**config.mk**
```make
export PLATFORM = sky130hd
export DESIGN_NAME = dac_stream_arbiter_flat
export DESIGN_NICKNAME = d
export VERILOG_FILES = /design/src/rtl/dac_stream_if.sv /design/src/rtl/dac_stream_arbiter.sv /design/src/flat_wrapper.sv
export SDC_FILE = /design/constraint.sdc
export NUM_CORES = 1
export LEC_CHECK = 0
export CAP_MARGIN = 20
export CORE_MARGIN = 3
export CORE_UTILIZATION = 41
export CTS_BUF_LIST = sky130_fd_sc_hd__clkbuf_8
export DETAILED_ROUTE_END_ITERATION = 16
export PLACE_DENSITY_LB_ADDON = 0.08
export SLEW_MARGIN = 40
export SYNTH_ARGS = -nofsm -noshare
export SYNTH_HDL_FRONTEND = slang
export SYNTH_SLANG_ARGS = --single-unit
```
**constraint.sdc**
```tcl
create_clock -name clk -period 3 [get_ports clk]
set_clock_uncertainty 0.15 [all_clocks]
set_input_delay 0.75 -clock clk [delete_from_list [all_inputs] [get_ports clk]]
set_output_delay 0.75 -clock clk [all_outputs]
set_load 0.05 [all_outputs]
```
**src/rtl/dac_stream_if.sv**
```systemverilog
// Avalon-ST bundle between NUM_SRC sample sources, the arbiter and the DAC driver sink.
// slave = arbiter view, master = environment view (sources plus driver).
interface dac_stream_if #(
    parameter int NUM_SRC    = 2,
    parameter int DATA_WIDTH = 14
);
    logic [NUM_SRC-1:0]            snkValid;
    logic [NUM_SRC-1:0]            snkChannel;
    logic [NUM_SRC*DATA_WIDTH-1:0] snkData;
    logic [NUM_SRC-1:0]            snkRdy;
    logic                          srcValid;
    logic                          srcChannel;
    logic [DATA_WIDTH-1:0]         srcData;
    logic                          srcRdy;

    modport slave (
        input  snkValid, snkChannel, snkData, srcRdy,
        output snkRdy, srcValid, srcChannel, srcData
    );

    modport master (
        output snkValid, snkChannel, snkData, srcRdy,
        input  snkRdy, srcValid, srcChannel, srcData
    );
endinterface

```
**src/rtl/dac_stream_arbiter.sv**
```systemverilog
// Round-robin arbiter sharing one AD56x3 DAC driver sink between NUM_SRC sources,
// keeping each source's A/B word pair atomic, with a LOCK timeout for lost B words.
module dac_stream_arb_lane #(
    parameter int IW  = 1,
    parameter int IDX = 0
) (
    input  logic [IW-1:0] sel,
    input  logic          src_rdy,
    output logic          rdy
);
    // Ready never looks at any valid, so rdy-gated sources cannot deadlock.
    assign rdy = src_rdy & (sel == IW'(IDX));
endmodule

module dac_stream_arbiter #(
    parameter int NUM_SRC    = 2,
    parameter int DATA_WIDTH = 14,
    parameter int TIMEOUT    = 255
) (
    input  logic               clk,
    input  logic               reset,
    dac_stream_if.slave        bus,
    output logic [NUM_SRC-1:0] grant,
    output logic               errPair,
    output logic               errTimeout
);
    localparam int IW = $clog2(NUM_SRC);
    localparam int TW = (TIMEOUT > 0) ? $clog2(TIMEOUT + 1) : 1;
    localparam logic [TW-1:0] TMAX = (TIMEOUT > 0) ? TW'(TIMEOUT - 1) : '0;

    typedef enum logic {IDLE, LOCK} state_t;

    state_t             state_q, state_d;
    logic [IW-1:0]      ptr_q, ptr_d;
    logic [IW-1:0]      owner_q, owner_d;
    logic [TW-1:0]      tmr_q, tmr_d;
    logic [NUM_SRC-1:0] grant_d;
    logic               err_pair_d, err_to_d;
    logic [IW-1:0]      sel;
    logic [NUM_SRC-1:0] rdy_vec;
    logic               xfer;

    function automatic logic [IW-1:0] inc(input logic [IW-1:0] p);
        return (p == IW'(NUM_SRC - 1)) ? '0 : p + 1'b1;
    endfunction

    assign sel = (state_q == LOCK) ? owner_q : ptr_q;

    for (genvar i = 0; i < NUM_SRC; i++) begin : g_lane
        dac_stream_arb_lane #(.IW(IW), .IDX(i)) u_lane (
            .sel     (sel),
            .src_rdy (bus.srcRdy),
            .rdy     (rdy_vec[i])
        );
    end

    assign bus.snkRdy     = rdy_vec;
    assign bus.srcValid   = bus.snkValid[sel];
    assign bus.srcChannel = bus.snkChannel[sel];
    assign bus.srcData    = bus.snkData[int'(sel)*DATA_WIDTH +: DATA_WIDTH];
    assign xfer           = bus.srcValid & bus.srcRdy;

    always_comb begin
        state_d    = state_q;
        ptr_d      = ptr_q;
        owner_d    = owner_q;
        tmr_d      = tmr_q;
        grant_d    = grant;
        err_pair_d = 1'b0;
        err_to_d   = 1'b0;
        unique case (state_q)
            IDLE: begin
                if (!xfer) begin
                    ptr_d = inc(ptr_q);
                end else if (!bus.srcChannel) begin
                    owner_d = ptr_q;
                    grant_d = NUM_SRC'(1) << ptr_q;
                    tmr_d   = '0;
                    state_d = LOCK;
                end else begin
                    // Orphan B is still forwarded; only flagged.
                    err_pair_d = 1'b1;
                    ptr_d      = inc(ptr_q);
                end
            end
            LOCK: begin
                if (xfer && bus.srcChannel) begin
                    state_d = IDLE;
                    grant_d = '0;
                    ptr_d   = inc(owner_q);
                end else if (xfer) begin
                    err_pair_d = 1'b1;
                    tmr_d      = '0;
                end else if (TIMEOUT != 0 && tmr_q == TMAX) begin
                    // Covers both a source that never sends B and a stalled driver.
                    state_d  = IDLE;
                    grant_d  = '0;
                    ptr_d    = inc(owner_q);
                    err_to_d = 1'b1;
                end else if (tmr_q != '1) begin
                    tmr_d = tmr_q + 1'b1;
                end
            end
            default: state_d = IDLE;
        endcase
    end

    always_ff @(posedge clk or posedge reset) begin
        if (reset) begin
            state_q    <= IDLE;
            ptr_q      <= '0;
            owner_q    <= '0;
            tmr_q      <= '0;
            grant      <= '0;
            errPair    <= 1'b0;
            errTimeout <= 1'b0;
        end else begin
            state_q    <= state_d;
            ptr_q      <= ptr_d;
            owner_q    <= owner_d;
            tmr_q      <= tmr_d;
            grant      <= grant_d;
            errPair    <= err_pair_d;
            errTimeout <= err_to_d;
        end
    end
endmodule

```
**src/flat_wrapper.sv**
```systemverilog
// flat-port wrapper written by rule: the top's interface ports become plain ports
module dac_stream_arbiter_flat 
#(
    parameter int NUM_SRC    = 2,
    parameter int DATA_WIDTH = 14,
    parameter int TIMEOUT    = 255
)
  (clk, reset, grant, errPair, errTimeout, bus_snkValid, bus_snkChannel, bus_snkData, bus_srcRdy, bus_snkRdy, bus_srcValid, bus_srcChannel, bus_srcData);
  dac_stream_if #(.NUM_SRC(NUM_SRC), .DATA_WIDTH(DATA_WIDTH)) bus_i ();
  input  logic clk;
  input  logic reset;
  output logic [NUM_SRC-1:0] grant;
  output logic errPair;
  output logic errTimeout;
  input wire logic [$bits(bus_i.snkValid)-1:0] bus_snkValid;
  input wire logic [$bits(bus_i.snkChannel)-1:0] bus_snkChannel;
  input wire logic [$bits(bus_i.snkData)-1:0] bus_snkData;
  input wire logic [$bits(bus_i.srcRdy)-1:0] bus_srcRdy;
  output wire logic [$bits(bus_i.snkRdy)-1:0] bus_snkRdy;
  output wire logic [$bits(bus_i.srcValid)-1:0] bus_srcValid;
  output wire logic [$bits(bus_i.srcChannel)-1:0] bus_srcChannel;
  output wire logic [$bits(bus_i.srcData)-1:0] bus_srcData;
  assign bus_i.snkValid = bus_snkValid;
  assign bus_i.snkChannel = bus_snkChannel;
  assign bus_i.snkData = bus_snkData;
  assign bus_i.srcRdy = bus_srcRdy;
  assign bus_snkRdy = bus_i.snkRdy;
  assign bus_srcValid = bus_i.srcValid;
  assign bus_srcChannel = bus_i.srcChannel;
  assign bus_srcData = bus_i.srcData;
  dac_stream_arbiter #(.NUM_SRC(NUM_SRC), .DATA_WIDTH(DATA_WIDTH), .TIMEOUT(TIMEOUT)) u_core (.clk(clk), .reset(reset), .bus(bus_i), .grant(grant), .errPair(errPair), .errTimeout(errTimeout));
endmodule
```
==> impl_results.md <==
- Relative slew slack: 0.613
- Period utilization: 0.891
- Hold-fix buffer count after cts: 0
- XOR/XNOR Fraction of Synth Area: 0.00794
- # setup viols final: 0
- Post-Layout Cell Count: 198
- Post-CTS setup buffers: 0
- Detailed Routing Iterations Pass 1: 4
- Final GP Congestion: 0.809
- Mapped Area: 1100 sq um
- Ant diodes: 0
- Post-layout util: 0.676
- WP data arrival: 1.77 ns
- Fin crit period: 2.67 ns
- Number of synthesized flops with an enable pin: 0
- Die Area: 3350 sq um
- Req. time, crit path: 2.10 ns
- CP cell instances: clkdlybuf4s50_1 > nor2b_1 > buf_12
- Vias in the first global route: 1,056
- Row count: 18
- Slowest CP cell: clkdlybuf4s50_1
- Most common flop cell mapped by yosys: dfrtp_1
- Reg clk slew, reported paths: 0.06 ns
- Initial core utilization: 0.437
- Cts repair resizes: 0
- Gr busiest metal: met2
- Synth top area share: 0.340
- Synth area leaders: dfrtp_1 34%, mux2_1 16%, a31o_1 3.2%
- Dpl cells: 194
- Clock latency on the worst-skew pair: 0.25 ns
- Largest net degree at the start of global routing: 23
- CP Capture Type: output port
- Root buffer cell: clkbuf_8
- Worst hold slack: 0.393 ns
- Initial antenna violation count: 0
- Std-Cell Core Area: 2520 sq um
- Design area: 1700 sq um
- # DRC: 0
- Via-per-instance ratio: 5.41
- Combinational family with the most area after synthesis: multiplexers
- Adder-Cell Fraction of Synth Area: 0.0227
- Final hold violation count: 0
- Flop and latch count out of synthesis: 15
- Power per cell area: 1010 nW/um^2
- P_leak: 0.734 nW
- Routed WL per cell: 14.5 microns
- DRT Wirelength: 2870 microns
- Synth Instances: 114
- Max Fanout on Critical Path: 9
- Bufs on Longest Clock Path: 2
- First-pass GRT wire length: 4750 microns
- Met2 usage: 0.353
- Unrepaired setup endpoints after global routing: false
- Final setup TNS: 0 ns
- Hpwl dp: 2350 microns
- Syn_area_per_cell: 9.68 sq um
- I/O pins: 57
- Achievable Freq: 0.374 GHz
- Initial detailed-routing violation count: 35
- MaxCap Viol Count: 0
- Post-synthesis mux area share: 0.231
- Die height: 57.9 microns
- Remaining antenna violation count after routing: 0
- # port buffers: 56
- Grt total ovfl: 0
- Commonest non-fill, non-tap cell in the layout: clkdlybuf4s50_1
- Synth Area in Simple Gates: 0.177
- # clock sinks: 15
- Met1 GRT Util: 0.202
- Met3 Use GR: 0.0423
- Crit Path Category: in2out
- Share of the yosys chip area belonging to registers: 0.340
- CTS tree: yes
- Share of layout cells above drive strength 1: 0.173
- Worst min-delay path class: reg2reg
- Status: complete, no violations
- Most frequent cells in the layout: 38 x clkdlybuf4s50_1, 18 x buf_4, 16 x mux2_1
- CTS buffer count: 3
- Mapped Nets: 151
- Worst vdd ir: 0.765 mV
- Final max-slew violation count: 0
- Synth Area in Compound Gates: 0.149
- GRT Overall Usage: 0.182
- Area after DPL: 1660 sq um
- FFs w/ async S/R, synth: 1.00
- Die W: 57.9 microns
- Crit path largest cell delay: 0.60 ns
- YS warnings: 0
- CTS H-tree lvls: 1
- Yosys cell types: 39
- Nets: 206
- Slew @ Worst Pin: 0.580 ns
- Syn-to-layout area delta: 54.4%
- Cell taking the most area after synthesis: dfrtp_1
- Total number of vias: 1,072
- CP startpoint kind: primary input
state kept, by name, indices dropped and copies added (netlist names):
register and count:
u_core.errPair 1, u_core.ptr_q 1, u_core.owner_q 1, u_core.errTimeout 1
u_core.grant 2, u_core.tmr_q 8, u_core.state_q 1
worst paths after layout:
check	from	endpoint	slack (ns)	cells after the start
setup / recovery	bus_srcRdy	bus_snkRdy[1]	0.33	3
hold / removal	u_core.tmr_q[7]	u_core.tmr_q[7]	0.39	1
setup reg to reg	u_core.state_q	u_core.ptr_q	0.93	5
hold reg to reg	u_core.tmr_q[7]	u_core.tmr_q[7]	0.39	1
max in group asynchronous	reset	u_core.tmr_q[7]	1.61	2
min in group asynchronous	reset	u_core.tmr_q[4]	0.71	2
worst max-delay path, delay by kind of cell:
family | cells | cell delay [ns]
buffers and inverters | 2 | 0.77
AND/OR/NAND/NOR | 1 | 0.26
report_power, final:
group / internal [W] / switching [W] / total, W
clock network: 0.0000906 / 0.0000708 / 0.000161
logic: 0.000472 / 0.000726 / 0.00120
registers: 0.000275 / 0.0000916 / 0.000366
total: 0.000837 / 0.000888 / 0.00173
area by class of cell:
class / instances / area, sq um
Clock buffer: 3 / 41.3
Multi-Input combinational cell: 84 / 648
Clock inverter: 1 / 3.75
Tap cell: 30 / 37.5
Fill cell: 201 / 818
Timing Repair Buffer: 59 / 576
Inverter: 6 / 22.5
Sequential cell: 15 / 375
cell usage after synthesis (2+ instances only):
| master | count |
|---|---|
| o21ai_0 | 2 |
| o21ai_1 | 4 |
| nor2_1 | 6 |
| o211ai_1 | 2 |
| o22ai_1 | 2 |
| mux2_1 | 16 |
| a311o_1 | 2 |
| a31o_1 | 4 |
| mux2_4 | 2 |
| ha_1 | 2 |
| nand3_1 | 5 |
| nand3b_1 | 2 |
| inv_1 | 6 |
| nand2_1 | 6 |
| buf_4 | 3 |
| a21oi_1 | 2 |
| buf_2 | 4 |
| and2_1 | 2 |
| nor3_1 | 4 |
| and4b_1 | 2 |
| dfrtp_1 | 15 |
| and3_1 | 2 |
| mux2i_1 | 2 |
| nand4_1 | 2 |
stage by stage:
| step | setup WS [ns] | total power (W) |
|---|---|---|
| after floorplan | 0.396 | 0.00122 |
| after global placement | 0.329 | 0.00155 |
| after detailed placement | 0.316 | 0.00157 |
| after CTS | 0.316 | 0.00174 |
| after global routing | 0.247 | 0.00182 |
| final | 0.326 | 0.00173 |
metal layers:
metal / vias up / part of all wire / wire (microns)
met5: - / 0 / 0
met4: 0 / 0.0028 / 8
met3: 2 / 0.047 / 134
met2: 32 / 0.58 / 1660
met1: 512 / 0.37 / 1070
li1: 526 / - / -
cell families (layout without fill, tap and decap cells):
kind of cell               after synthesis  count (layout)
DFF                                     15              15
xor gates and xnor gates                 1               1
AOI/OAI and AO/OA                       23              23
adders and majority gates                2               2
buffers and inverters                   15              69
muxes                                   22              22
and+or+nand+nor                         36              36
No activity file was read; power rests on OpenSTA's default activity.
